`src/rtl/seg_pkg.sv`:
```
// Shared definitions for the segment/LED serial chain drivers.
//   state_t      : driver FSM state (IDLE / SHIFT / LATCH, 2-bit encoding)
//   SEG_FRAME_W  : frame width of the 7-segment shift-register chain
//   LED_FRAME_W  : frame width of the discrete LED shift-register chain
package seg_pkg;

    typedef enum logic [1:0] {
        IDLE  = 2'd0,
        SHIFT = 2'd1,
        LATCH = 2'd2
    } state_t;

    localparam int SEG_FRAME_W = 64;
    localparam int LED_FRAME_W = 16;

endpackage

```
`src/rtl/segled_tick_gen.sv`:
```
// Half-period divider for the serial shift clock.
// Counts 0..HALF-1 while enabled and flags the last count with a tick.
// Ports:
//   clk    : system clock, rising edge
//   rstn   : asynchronous active-low reset
//   en_i   : count enable (driver is shifting)
//   clr_i  : synchronous clear (frame accepted)
//   tick_o : high on the cycle the counter sits at HALF-1 while enabled
module segled_tick_gen #(
    parameter int HALF = 2
) (
    input  logic clk,
    input  logic rstn,
    input  logic en_i,
    input  logic clr_i,
    output logic tick_o
);

    localparam int DW = (HALF > 1) ? $clog2(HALF) : 1;
    localparam logic [DW-1:0] LAST = DW'(HALF - 1);

    logic [DW-1:0] div_q, div_d;

    always_comb begin
        div_d = div_q;
        if (clr_i) begin
            div_d = '0;
        end else if (en_i) begin
            div_d = (div_q == LAST) ? '0 : div_q + DW'(1);
        end
    end

    always_ff @(posedge clk or negedge rstn) begin
        if (!rstn) begin
            div_q <= '0;
        end else begin
            div_q <= div_d;
        end
    end

    assign tick_o = en_i && (div_q == LAST);

endmodule

```
`src/rtl/segled_serial_driver.sv`:
```
// Parallel-to-serial driver for a shift-register display chain.
// Captures a DATA_W-bit pattern on start, shifts it out MSB first on a
// divided serial clock with the display blanked, then re-enables it.
// Ports:
//   clk   : system clock, rising edge
//   rstn  : asynchronous active-low reset
//   data  : pattern, sampled on the accepting start cycle only
//   start : frame request, honoured only in IDLE
//   busy  : high from the cycle after acceptance until frame complete
//   done  : one-cycle pulse at frame completion
//   sclk  : serial shift clock
//   sdo   : serial data, changes only on falling sclk
//   pen   : display enable (0 while shifting and after reset)
module segled_serial_driver
    import seg_pkg::*;
#(
    parameter int DATA_W = SEG_FRAME_W,
    parameter int HALF   = 2
) (
    input  logic              clk,
    input  logic              rstn,
    input  logic [DATA_W-1:0] data,
    input  logic              start,
    output logic              busy,
    output logic              done,
    output logic              sclk,
    output logic              sdo,
    output logic              pen
);

    localparam int BCW = $clog2(DATA_W);
    localparam logic [BCW-1:0] LAST_BIT = BCW'(DATA_W - 1);

    state_t              state_q, state_d;
    logic [DATA_W-1:0]   shreg_q, shreg_d;
    logic [BCW-1:0]      bitcnt_q, bitcnt_d;
    logic                busy_q, busy_d;
    logic                done_q, done_d;
    logic                sclk_q, sclk_d;
    logic                sdo_q, sdo_d;
    logic                pen_q, pen_d;
    logic                accept;
    logic                tick;

    segled_tick_gen #(.HALF(HALF)) u_tick (
        .clk    (clk),
        .rstn   (rstn),
        .en_i   (state_q == SHIFT),
        .clr_i  (accept),
        .tick_o (tick)
    );

    always_comb begin
        state_d  = state_q;
        shreg_d  = shreg_q;
        bitcnt_d = bitcnt_q;
        busy_d   = busy_q;
        done_d   = 1'b0;
        sclk_d   = sclk_q;
        sdo_d    = sdo_q;
        pen_d    = pen_q;
        accept   = 1'b0;

        case (state_q)
            IDLE: begin
                if (start) begin
                    accept   = 1'b1;
                    state_d  = SHIFT;
                    shreg_d  = data;
                    bitcnt_d = '0;
                    sclk_d   = 1'b0;
                    sdo_d    = data[DATA_W-1];
                    pen_d    = 1'b0;
                    busy_d   = 1'b1;
                end
            end
            SHIFT: begin
                if (tick) begin
                    if (!sclk_q) begin
                        sclk_d = 1'b1;
                    end else begin
                        sclk_d = 1'b0;
                        // Last falling edge: the final bit has been sampled,
                        // so sdo holds and no further shift is needed.
                        if (bitcnt_q == LAST_BIT) begin
                            state_d = LATCH;
                        end else begin
                            // Next bit is the one just below the current MSB.
                            sdo_d    = shreg_q[DATA_W-2];
                            shreg_d  = shreg_q << 1;
                            bitcnt_d = bitcnt_q + BCW'(1);
                        end
                    end
                end
            end
            LATCH: begin
                pen_d   = 1'b1;
                done_d  = 1'b1;
                busy_d  = 1'b0;
                state_d = IDLE;
            end
            default: begin
                state_d = IDLE;
            end
        endcase
    end

    always_ff @(posedge clk or negedge rstn) begin
        if (!rstn) begin
            state_q  <= IDLE;
            shreg_q  <= '0;
            bitcnt_q <= '0;
            busy_q   <= 1'b0;
            done_q   <= 1'b0;
            sclk_q   <= 1'b0;
            sdo_q    <= 1'b0;
            pen_q    <= 1'b0;
        end else begin
            state_q  <= state_d;
            shreg_q  <= shreg_d;
            bitcnt_q <= bitcnt_d;
            busy_q   <= busy_d;
            done_q   <= done_d;
            sclk_q   <= sclk_d;
            sdo_q    <= sdo_d;
            pen_q    <= pen_d;
        end
    end

    assign busy = busy_q;
    assign done = done_q;
    assign sclk = sclk_q;
    assign sdo  = sdo_q;
    assign pen  = pen_q;

endmodule
```
`config.mk`:
```
export PLATFORM = sky130hd
export DESIGN_NAME = segled_serial_driver
export DESIGN_NICKNAME = d
export VERILOG_FILES = /design/src/rtl/seg_pkg.sv /design/src/rtl/segled_tick_gen.sv /design/src/rtl/segled_serial_driver.sv
export SDC_FILE = /design/constraint.sdc
export NUM_CORES = 1
export LEC_CHECK = 0
export BUFFER_PORTS_ARGS = -buffer_cell sky130_fd_sc_hd__buf_2
export CAP_MARGIN = 25
export CORE_ASPECT_RATIO = 1.5
export CORE_MARGIN = 1.5
export CORE_UTILIZATION = 50
export DETAILED_ROUTE_END_ITERATION = 6
export GPL_ROUTABILITY_DRIVEN = 0
export HOLD_SLACK_MARGIN = 0.15
export MAX_ROUTING_LAYER = met4
export PLACE_DENSITY = 0.8
export SYNTH_ARGS = -nofsm -noshare
export SYNTH_HDL_FRONTEND = slang
export SYNTH_SLANG_ARGS = --single-unit
```
`constraint.sdc`:
```
create_clock -name clk -period 3.5 [get_ports clk]
set_clock_uncertainty 0.05 [all_clocks]
set_input_delay 0.525 -clock clk [delete_from_list [all_inputs] [get_ports clk]]
set_output_delay 0.525 -clock clk [all_outputs]
set_load 0.05 [all_outputs]
```
* Word level (Yosys, flattened, before mapping) *
Index checks and enable logic that the tools add are counted.
Widths: inputs -> output; s select.

cells by class
  shifts and indexed selects = 0
  multiplexer cells = 33
  div/mod/pow operators = 0
  reduce and logical (&&, ||, !) cells = 9
  eq/ne operators = 8
  bitwise logic cells = 0
  $add $sub $neg = 2
  multiply operators = 0
  order comparisons = 0

operators with widths
  operator             count
  $mux 63              4
  $pmux 63 s2          1
  $mux 6               4
  $mux 1               14
  $pmux 6 s2           1
  $ne 2x2->1 const B   5
  $mux 2               4
  $pmux 1 s2           4
  $add 6x1->6 const B  1
  $eq 6x6->1 const B   1
  $reduce_bool 2->1    3
  $reduce_and 5->1     1
  $pmux 2 s2           1
  $reduce_and 4->1     1
  $reduce_and 3->1     1
  $eq 2x1->1 const B   1
  $eq 2x2->1 const B   1
  $logic_not 2->1      1
  $reduce_and 2->1     1
  $add 1x1->1 const B  1
  $logic_and 1x1->1    1

storage, ports and cells
  input bits = 67
  memories kept = 0
  register bits after elaboration = 77
  ROM bits = 0
  output and inout port bits = 5
  bits in latches = 0
  word-level logic and storage cells = 61
  bits in writable memories = 0

* Depth between registers and ports, before layout *
Gate-level depths: netlist (run 1).

  depth after elaboration = 5
  mapped depth = 6

* Cells and area by module *
Synthesis (run 1) repeated with hierarchy kept, for this count alone.

second synthesis, totals
  cell total of the unflattened synthesis = 346
  area, all modules = 3691.0 um2

modules (own cells, without submodules)
  module                area each (um2)  times used  cells each
  segled_serial_driver  3646.0           1           342
  segled_tick_gen       45.0             1           4

* Least setup slack after synthesis (run 1) *
Ideal clock, no wire load.

  kind = register to register
  start = reg sclk_q (netlist: sclk)
  end = reg shreg_q[61]
  slack = 1.715 ns
  clock period less this slack = 1.785 ns
  setup time = 0.132 ns
  arrival time = 1.604 ns
  cell stages (with the launch flop) = 6
  path buffers = 2
  cells stage by stage = dfrtp_1 > nand4b_1 > o21ai_1 > buf_2 > buf_2 > a2bb2oi_1

between the ends
  cells in the longest elaborated chain, start to end = 2

ends and longest elaborated chain
  what                        RTL line                     text
  start: declaration          segled_serial_driver.sv:39   logic sclk_q, sclk_d;
  start signal: assignment    segled_serial_driver.sv:124  sclk_q <= sclk_d;
  $ne 2x2->1 (no line)        --
  $reduce_and 5->1 (no line)  --
  end signal: assignment      segled_serial_driver.sv:120  shreg_q <= shreg_d;
  end: declaration            segled_serial_driver.sv:35   logic [DATA_W-1:0] shreg_q, shreg_d;

Every way passes these cells.
A chain may end at the register's enable or synchronous reset.

* Final worst setup path (run 1) *
  start = reg bitcnt_q[0]
  end = reg shreg_q[55]

between the ends
  cells in the longest elaborated chain, start to end = 3

ends and longest elaborated chain
  what                        RTL line                     text
  start: declaration          segled_serial_driver.sv:36   logic [BCW-1:0] bitcnt_q, bitcnt_d;
  start signal: assignment    segled_serial_driver.sv:121  bitcnt_q <= bitcnt_d;
  $eq 6x6->1                  segled_serial_driver.sv:85   if (bitcnt_q == LAST_BIT) begin
  $ne 2x2->1 (no line)        --
  $reduce_and 5->1 (no line)  --

Every way passes these cells.

==> results.md, run 1 <==
• endpoint kind of the worst setup timing path: register
• count of final max-slew check failures: 0
• maximum vdd drop: 0.6107 mV
• proportion of power drawn by combinational gates: 42.5%
• switch share: 36.15%
• CP peak stage delay: 0.55 ns
• Area Growth Syn to Fin: 18.75%
• Max Cap Viol: 0
• DR iter-0 viols: 166
• PostCTS Resize Cnt: 0
• full die area: 0.007391 sq mm
• largest area contributor in the netlist: dfrtp_1
• vias post-DR: 2634
• post-CTS clock slew at the launch and capture registers of the worst setup and hold paths: 0.08 ns
• total number of yosys warnings: 0
• width of the chip: 70.70 um
• total non-filler cell area in the finished layout: 0.004081 sq mm
• total of endpoints with negative setup slack in the final report: 0
• number of port buffers: 71
• routed wire length: 7523 um
• power share of the sequential group: 36.9%
• ranking of synthesized cells by area: dfrtp_1 (56%), a2bb2oi_1 (14%), o22ai_1 (11%)
• wire length of the first global-routing pass: 12530 um
• GRT Resource Usage Total: 21.38%
• clk sinks: 77
• Avg Vias per Cell: 6.257
• Syn Std Cell Area: 0.003437 sq mm
• area post-placement: 0.003791 sq mm
• TritonCTS buffer count: 9
• total count of hold-check failures in the final report: 0
• pin count of the biggest net entering global routing: 78
• status: finished, final reports clean
• maximum level of the CTS H-tree: 3
• total overflow reported by the global router: 0
• post-synthesis instance total: 279
• clock period minus worst slack: 2.259 ns
• Static Leak: 1.678 nW
• Power per Cell Area: 888.7 mW/mm^2
• Syn Nets: 347
• number of library cell types mapped by synthesis: 36
• slowest cell on the critical path: a21oi_4
• Crit Path Category: reg -> reg
• WP data required: 3.71 ns
• Net Sw Power: 1.311 mW
• clock latency at the later pin of the worst-skew pair: 0.35 ns
• Max-slew headroom: 54.55%
• Avg WL per Cell: 17.87 um
• critical path peak fanout: 43
• initial standard-cell utilization of the core: 52.26%
• Internal: 2.316 mW
• die span in y: 104.5 um
• half-perimeter wire length of the detailed placement result: 4759 um
• setup repair after global routing missed its margin: no
• initial antenna violation count: 0
• Setup TNS Final: 0 ns
• flip-flop and latch count after synthesis: 77
• final layout net count: 408
• post-synthesis area per instance: 12.32 sq um
• clock tree from TritonCTS: yes
• share of synthesized area occupied by flip-flops and latches: 56.06%
• io pins: 72
• Tightest Pin Transition: 0.6791 ns
• Clock Path Buffers: 2
• count of nets left with antenna violations after detail routing: 0
• startpoint types: register
• class of the most critical hold timing path: in -> reg
• fraction of layout cells with a size suffix above 1: 30.72%
• number of diodes: 0
• Clk network pwr share: 20.6%
• number of placement rows: 36
• placeable core region: 0.006576 sq mm
• 1st-pass router iterations: 4
• root buffer selected by CTS: clkbuf_8
• highest clock rate: 442.7 MHz
• # fillers: 522
• via count of the first global-routing pass: 2674
• cell breakdown of the critical path: ha_1 -> nand3_1 -> nor2_1 -> a21oi_4 -> buf_12 -> a2bb2oi_1
• Yosys top cell area share: 56.06%
• arrival time at the worst endpoint: 2.47 ns
• DR DRC count: 0
• post-route clock period utilization: 64.54%
• post-route total power: 3.627 mW
-- final timing paths --
kind / startpoint / to / slack [ns] / cells after the start
worst max-delay path: bitcnt_q[0] / shreg_q[55] / 1.24 / 6
max in group asynchronous: rstn / shreg_q[22] / 2.40 / 3
worst max register to register: bitcnt_q[0] / shreg_q[55] / 1.24 / 6
min in group asynchronous: rstn / done / 0.46 / 2
worst min-delay path: data[0] / shreg_q[0] / 0.37 / 2
worst min register to register: pen / pen / 0.45 / 1
-- cell usage after synthesis --
master / instances
a21o_1: 2
a21oi_1: 3
a21oi_4: 1
a22o_1: 1
a2bb2oi_1: 54
a2bb2oi_2: 9
a31oi_1: 4
a32o_1: 2
a41oi_1: 2
and2_1: 1
and2b_1: 1
and3_1: 2
buf_2: 14
buf_4: 3
buf_6: 6
clkbuf_1: 4
clkbuf_2: 1
dfrtp_1: 77
ha_1: 1
inv_1: 1
mux2i_1: 2
nand2_1: 4
nand2b_1: 3
nand2b_4: 1
nand3_1: 1
nand4_1: 1
nand4b_1: 1
nor2_1: 2
nor2b_1: 1
o21a_1: 1
o21ai_0: 6
o21ai_1: 1
o21ai_2: 1
o21bai_1: 1
o22ai_1: 63
or2b_1: 1
-- power by group through the flow --
stage	logic, mW	registers (mW)	clock network [mW]
global placement	1.45	1.34	0
floorplan	1.26	1.33	0
CTS	1.50	1.34	0.759
detailed placement	1.50	1.35	0
finish	1.54	1.34	0.746
global route	1.66	1.37	0.791
-- registers in the layout, indices dropped and copies added (netlist names) --
signal	count
bitcnt_q	6
busy	1
done	1
pen	1
sclk	1
sdo	1
shreg_q	63
state_q	2
u_tick.div_q	1
-- layer usage --
| metal | vias up | part of all wire [%] | track usage (%) |
|---|---|---|---|
| met5 | - | 0 | - |
| met4 | 0 | 1.7 | 6.873 |
| met3 | 12 | 4.8 | 4.822 |
| met2 | 64 | 51 | 32.38 |
| met1 | 1305 | 43 | 28.80 |
| li1 | 1253 | - | - |
-- area by class of cell --
| cell class | instances | area [sq um] | area share [%] |
|---|---|---|---|
| clock buffers | 11 | 141.4 | 3.464 |
| multi-input cells | 173 | 1353 | 33.14 |
| inverters | 1 | 3.754 | 0.09197 |
| repair buffers | 78 | 478.0 | 11.71 |
| clock inverters | 5 | 83.83 | 2.054 |
| flip-flops and latches | 77 | 1927 | 47.21 |
| well taps | 76 | 95.09 | 2.330 |
-- timing repair --
item                       CTS  global route
setup endpoints to repair    0             0
hold buffers                 0             1
buffers inserted             0             0
hold endpoints to repair     0             2
-- metrics by stage --
step           worst slack, ns  util [%]  hold WS (ns)  instances
2_1_floorplan            1.715         -        0.1794        279
3_3_place_gp             1.175     57.65        0.4260        402
3_5_place_dp             1.127     57.65        0.4315        402
4_1_cts                  1.226     61.07        0.2957        418
5_1_grt                  1.089     62.06        0.3625        421
6_report                 1.241     62.06        0.3659        421
-- worst max-delay path, delay by kind of cell (launching register included) --
| kind | cells | cell delay, ns |
|---|---|---|
| flip-flops | 1 | 0.42 |
| adder cells (fa/ha/maj) | 1 | 0.28 |
| AO/OA/AOI/OAI | 2 | 0.75 |
| AND/OR/NAND/NOR | 2 | 0.35 |
| buffers and inverters | 1 | 0.31 |
-- logic make-up (layout without fill, tap and decap cells) --
kind of cell,Yosys count,after routing,synth area share [%]
flops,77,77,56.06
simple gates,19,19,3.349
compound gates,151,151,34.29
buf+inv,29,95,5.351
mux,2,2,0.5825
fa+ha+maj,1,1,0.3640
-- cells in the final DEF, fill, tap and decap left out, types with 2 or more instances in the layout --
cell type,count
nor2_1,2
bufinv_16,2
a32o_1,2
o21ai_4,2
a41oi_1,2
clkinvlp_4,2
nand2_1,4
dfrtp_1,77
buf_2,70
a21o_1,2
buf_16,2
a21oi_1,3
buf_4,3
nand2b_1,3
clkbuf_8,10
and3_1,2
mux2i_1,2
a2bb2oi_2,9
a31oi_1,4
o21ai_0,6
a2bb2oi_1,54
o22ai_1,63
buf_12,2
Note: power is estimated with default switching activity, not from simulation.
==> inputs of run 2 (changes only) <==
Clock period 3.5 ns to 2.24 ns, I/O delays scaled along.
==> run 2 against run 1 <==
Core utilization down 0.21 points; sequential power up 56%; fmax up 14%; flip-flop and latch count unchanged; largest cell class unchanged; largest power group unchanged.
==> results.md, run 2 (same netlist as run 1, synthesis figures left out) <==
• status: finished, final reports clean
• TritonCTS buffer count: 9
• Max-slew headroom: 71.45%
• Max Cap Viol: 0
• post-route insts no fill: 423
• GRT Resource Usage Total: 21.62%
• initial antenna violation count: 0
• 1st-pass router iterations: 4
• post-CTS clock slew at the launch and capture registers of the worst setup and hold paths: 0.08 ns
• maximum level of the CTS H-tree: 3
• count of final max-slew check failures: 0
• WP data required: 2.45 ns
• fraction of layout cells with a size suffix above 1: 31.41%
• number of placed cells counting well taps: 406
• DR iter-0 viols: 228
• hold endpoint: shreg_q[0]
• most common cell after layout, fill and taps aside: dfrtp_1
• Hold Crit Depth: 2
• capturing point of the worst reg2reg path: shreg_q[41]
• half-perimeter wire length of the detailed placement result: 4919 um
• # fillers: 540
• routed wire length: 7519 um
• DR DRC count: 0
• startpoint types: register
• highest clock rate: 506.4 MHz
• post-route clock period utilization: 88.16%
• Avg Vias per Cell: 6.331
• cell breakdown of the critical path: ha_1 -> nand3_1 -> o21ai_4 -> buf_12 -> o22ai_1 -> a2bb2oi_1
• number of port buffers: 71
• clock tree from TritonCTS: yes
• number of diodes: 0
• clock period minus worst slack: 1.975 ns
• count of nets left with antenna violations after detail routing: 0
• Static Leak: 1.684 nW
• most used cells in the layout excluding fill and tap cells: dfrtp_1 (77), buf_2 (70), o22ai_1 (63)
• worst setup slack for register-to-register paths: 0.27 ns
• class of the most critical hold timing path: in -> reg
• final layout net count: 410
• Avg WL per Cell: 17.78 um
• full die area: 0.007391 sq mm
• number of placement rows: 36
• PostCTS Resize Cnt: 0
• via count of the first global-routing pass: 2717
• Min-Delay Startpoint: data[0]
• arrival time at the worst endpoint: 2.18 ns
• initial standard-cell utilization of the core: 52.26%
• slowest cell on the critical path: dfrtp_1
• FF-to-FF Start: bitcnt_q[1]
• Most flops, register: shreg_q
• root buffer selected by CTS: clkbuf_8
• Largest register FFs: 63
• endpoint kind of the worst setup timing path: register
• total of endpoints with negative setup slack in the final report: 0
• Tightest Pin Transition: 0.4282 ns
• clock latency at the later pin of the worst-skew pair: 0.34 ns
• clk sinks: 77
• Crit Path Category: reg -> reg
• CP peak stage delay: 0.40 ns
• Power per Cell Area: 1383 mW/mm^2
• width of the chip: 70.70 um
• placeable core region: 0.006576 sq mm
• registers with the most flip-flops: shreg_q: 63 flops, bitcnt_q: 6 flops, state_q: 2 flops
• critical path peak fanout: 38
• wire length of the first global-routing pass: 12600 um
• worst hold slack: 0.2009 ns
• Setup TNS Final: 0 ns
• io pins: 72
• Area Growth Syn to Fin: 18.35%
• length in cells of the worst reg-to-reg path: 6
• pin count of the biggest net entering global routing: 65
• setup repair after global routing missed its margin: no
• vias post-DR: 2678
• total overflow reported by the global router: 0
• die span in y: 104.5 um
• total count of hold-check failures in the final report: 0
• Clock Path Buffers: 2
• maximum vdd drop: 0.9811 mV
==> run 2: per-stage QoR <==
step	instance area [sq um]	power [mW]	utilization, %	worst slack (ns)
floorplan	3437	4.048	-	0.4546
global placement	3834	4.399	58.30	0.4035
detailed placement	3834	4.503	58.30	0.2768
CTS	4068	5.660	61.85	0.2534
global route	4068	5.970	61.85	0.07504
finish	4068	5.624	61.85	0.2652
==> run 2: what timing repair did <==
action | 4_1_cts | 5_1_grt
endpoints found under the hold margin | 26 | 0
hold buffers | 1 | 0
setup buffers | 0 | 0
==> run 2: final cells by class <==
type | instances | area, sq um | share of cell area, %
clock inverter | 6 | 86.33 | 2.122
inverter | 1 | 3.754 | 0.09228
timing repair buffer | 80 | 465.4 | 11.44
tap | 76 | 95.09 | 2.338
multi-input combinational | 173 | 1353 | 33.25
sequential | 77 | 1927 | 47.37
clock buffer | 10 | 137.6 | 3.384
==> run 2: how the worst max path moves through the flow <==
stage | from | endpoint | slack [ns]
finish | bitcnt_q[1] | shreg_q[41] | 0.27
detailed placement | bitcnt_q[0] | shreg_q[18] | 0.28
global route | bitcnt_q[1] | shreg_q[18] | 0.08
global placement | bitcnt_q[0] | sdo | 0.40
CTS | bitcnt_q[0] | shreg_q[41] | 0.25
floorplan | sclk | shreg_q[61] | 0.45
==> run 2: worst max-delay path: cells and delay by family, from the launching register on <==
kind	cells	cell delay [ns]
AO/OA/AOI/OAI	3	0.71
flip-flops	1	0.40
adder cells (fa/ha/maj)	1	0.27
buffers and inverters	1	0.24
AND/OR/NAND/NOR	1	0.20
==> run 2: routing by layer <==
layer  part of all wire (%)  wire, um  track usage [%]  vias up
li1                       -         -                -     1259
met1                     42      3192            28.71     1334
met2                     51      3851            33.44       74
met3                    4.6       349            4.339       11
met4                    1.7       125            7.143        0
met5                      0         0                -        -
==> run 2: where the power goes <==
group	leakage [nW]	internal, mW	total [mW]	switching (mW)
Sequential	0.777	1.80	2.09	0.298
Clock	0.112	0.655	1.15	0.491
Combinational	0.795	1.13	2.38	1.25
Total	1.68	3.58	5.62	2.04
==> inputs of run 3 (changes only) <==
Settings changed: PLACE_DENSITY 0.8 to 0.74.
==> run 3 against run 2 <==
Combinational power about the same; global-route usage increased by 1.4 points; total power rose by 1.2%; first-iteration DRC count fell by 14%; critical path depth unchanged; final cell count rose by 0.95%; wire length grew 0.72%; core utilization rose by 0.61 points; critical endpoint is now shreg_q[52].
==> results.md, run 3 (same netlist as run 1, synthesis figures left out) <==
• status: finished, final reports clean
• Avg WL per Cell: 17.74 um
• Avg Vias per Cell: 6.194
• die span in y: 104.5 um
• root buffer selected by CTS: clkbuf_8
• io pins: 72
• post-CTS clock slew at the launch and capture registers of the worst setup and hold paths: 0.08 ns
• via count of the first global-routing pass: 2745
• clk sinks: 77
• clock tree from TritonCTS: yes
• Setup TNS Final: 0 ns
• highest clock rate: 505.5 MHz
• number of port buffers: 71
• number of diodes: 0
• clock period minus worst slack: 1.978 ns
• Max-slew headroom: 46.40%
• Clock Path Buffers: 2
• DR DRC count: 0
• total overflow reported by the global router: 0
• placeable core region: 0.006576 sq mm
• WP data required: 2.44 ns
• count of final max-slew check failures: 0
• 1st-pass router iterations: 7
• Crit Path Category: reg -> reg
• DR iter-0 viols: 195
• final layout net count: 414
• width of the chip: 70.70 um
• initial antenna violation count: 0
• count of nets left with antenna violations after detail routing: 0
• wire length of the first global-routing pass: 13410 um
• Most flops, register: shreg_q
• maximum vdd drop: 0.8745 mV
• setup repair after global routing missed its margin: no
• post-route total power: 5.689 mW
• worst hold slack: 0.1928 ns
• worst setup slack for register-to-register paths: 0.26 ns
• arrival time at the worst endpoint: 2.18 ns
• TritonCTS buffer count: 9
• PostCTS Resize Cnt: 0
• half-perimeter wire length of the detailed placement result: 4922 um
• GRT Resource Usage Total: 23.05%
• Area Growth Syn to Fin: 19.51%
• pin count of the biggest net entering global routing: 43
• vias post-DR: 2645
• post-route clock period utilization: 88.32%
• fraction of layout cells with a size suffix above 1: 32.19%
• most common cell after layout, fill and taps aside: dfrtp_1
• most used cells in the layout excluding fill and tap cells: dfrtp_1 (77), buf_2 (70), o22ai_1 (63)
• startpoint types: register
• total count of hold-check failures in the final report: 0
• Largest register FFs: 63
• routed wire length: 7573 um
• initial standard-cell utilization of the core: 52.26%
• area post-placement: 0.003864 sq mm
• Max Cap Viol: 0
• total of endpoints with negative setup slack in the final report: 0
• total non-filler cell area in the finished layout: 0.004108 sq mm
• class of the most critical hold timing path: in -> reg
• Static Leak: 1.698 nW
• registers with the most flip-flops: shreg_q: 63 flops, bitcnt_q: 6 flops, state_q: 2 flops
• Tightest Pin Transition: 0.8010 ns
• number of placement rows: 36
• maximum level of the CTS H-tree: 3
• full die area: 0.007391 sq mm
• Power per Cell Area: 1385 mW/mm^2
• endpoint kind of the worst setup timing path: register
• clock latency at the later pin of the worst-skew pair: 0.34 ns
• critical path peak fanout: 35
## run 3: area by class of cell
class	count	area, sq um
Clock inverter	5	82.58
Timing Repair Buffer	84	495.5
Fill cell	529	2469
Sequential cell	77	1927
Multi-Input combinational cell	173	1353
Inverter	1	3.754
Tap cell	76	95.09
Clock buffer	11	151.4
## run 3: layer usage
layer	part of all wire [%]	up-vias	global-route usage, %
met4	0.70	0	5.930
li1	-	1265	-
met5	0	-	-
met1	46	1315	33.68
met3	3.7	5	5.304
met2	49	60	32.84
## run 3: final timing paths
path,start,to,cells after the start
setup / recovery,bitcnt_q[0],shreg_q[52],6
hold / removal,data[0],shreg_q[0],2
setup reg to reg,bitcnt_q[0],shreg_q[52],6
hold reg to reg,pen,pen,1
max in group asynchronous,rstn,shreg_q[20],3
min in group asynchronous,rstn,pen,2
## run 3: what timing repair did
item                      in CTS  in global routing
hold buffers                   1                  0
setup buffers                  0                  0
hold endpoints to repair      40                  0
## run 3: metrics by stage
step	utilization (%)	setup WS (ns)	instances
floorplan	-	0.4546	279
global placement	58.75	0.3628	410
detailed placement	58.75	0.2729	410
CTS	62.46	0.2454	427
global route	62.46	0.02626	427
finish	62.46	0.2617	427
## run 3: critical path: stages (launching register included)
cell and delay (ns):
dfrtp_1 0.41, ha_1 0.27, nand3_1 0.21, o21ai_4 0.42, buf_12 0.25, o22ai_1 0.10
a2bb2oi_1 0.19
## run 3: report_power, final
| part | switching (mW) | leakage, nW | internal (mW) | total, mW |
|---|---|---|---|---|
| Combinational | 1.26 | 0.814 | 1.15 | 2.41 |
| Clock | 0.510 | 0.108 | 0.688 | 1.20 |
| Sequential | 0.286 | 0.777 | 1.80 | 2.08 |
| Total | 2.05 | 1.70 | 3.64 | 5.69 |
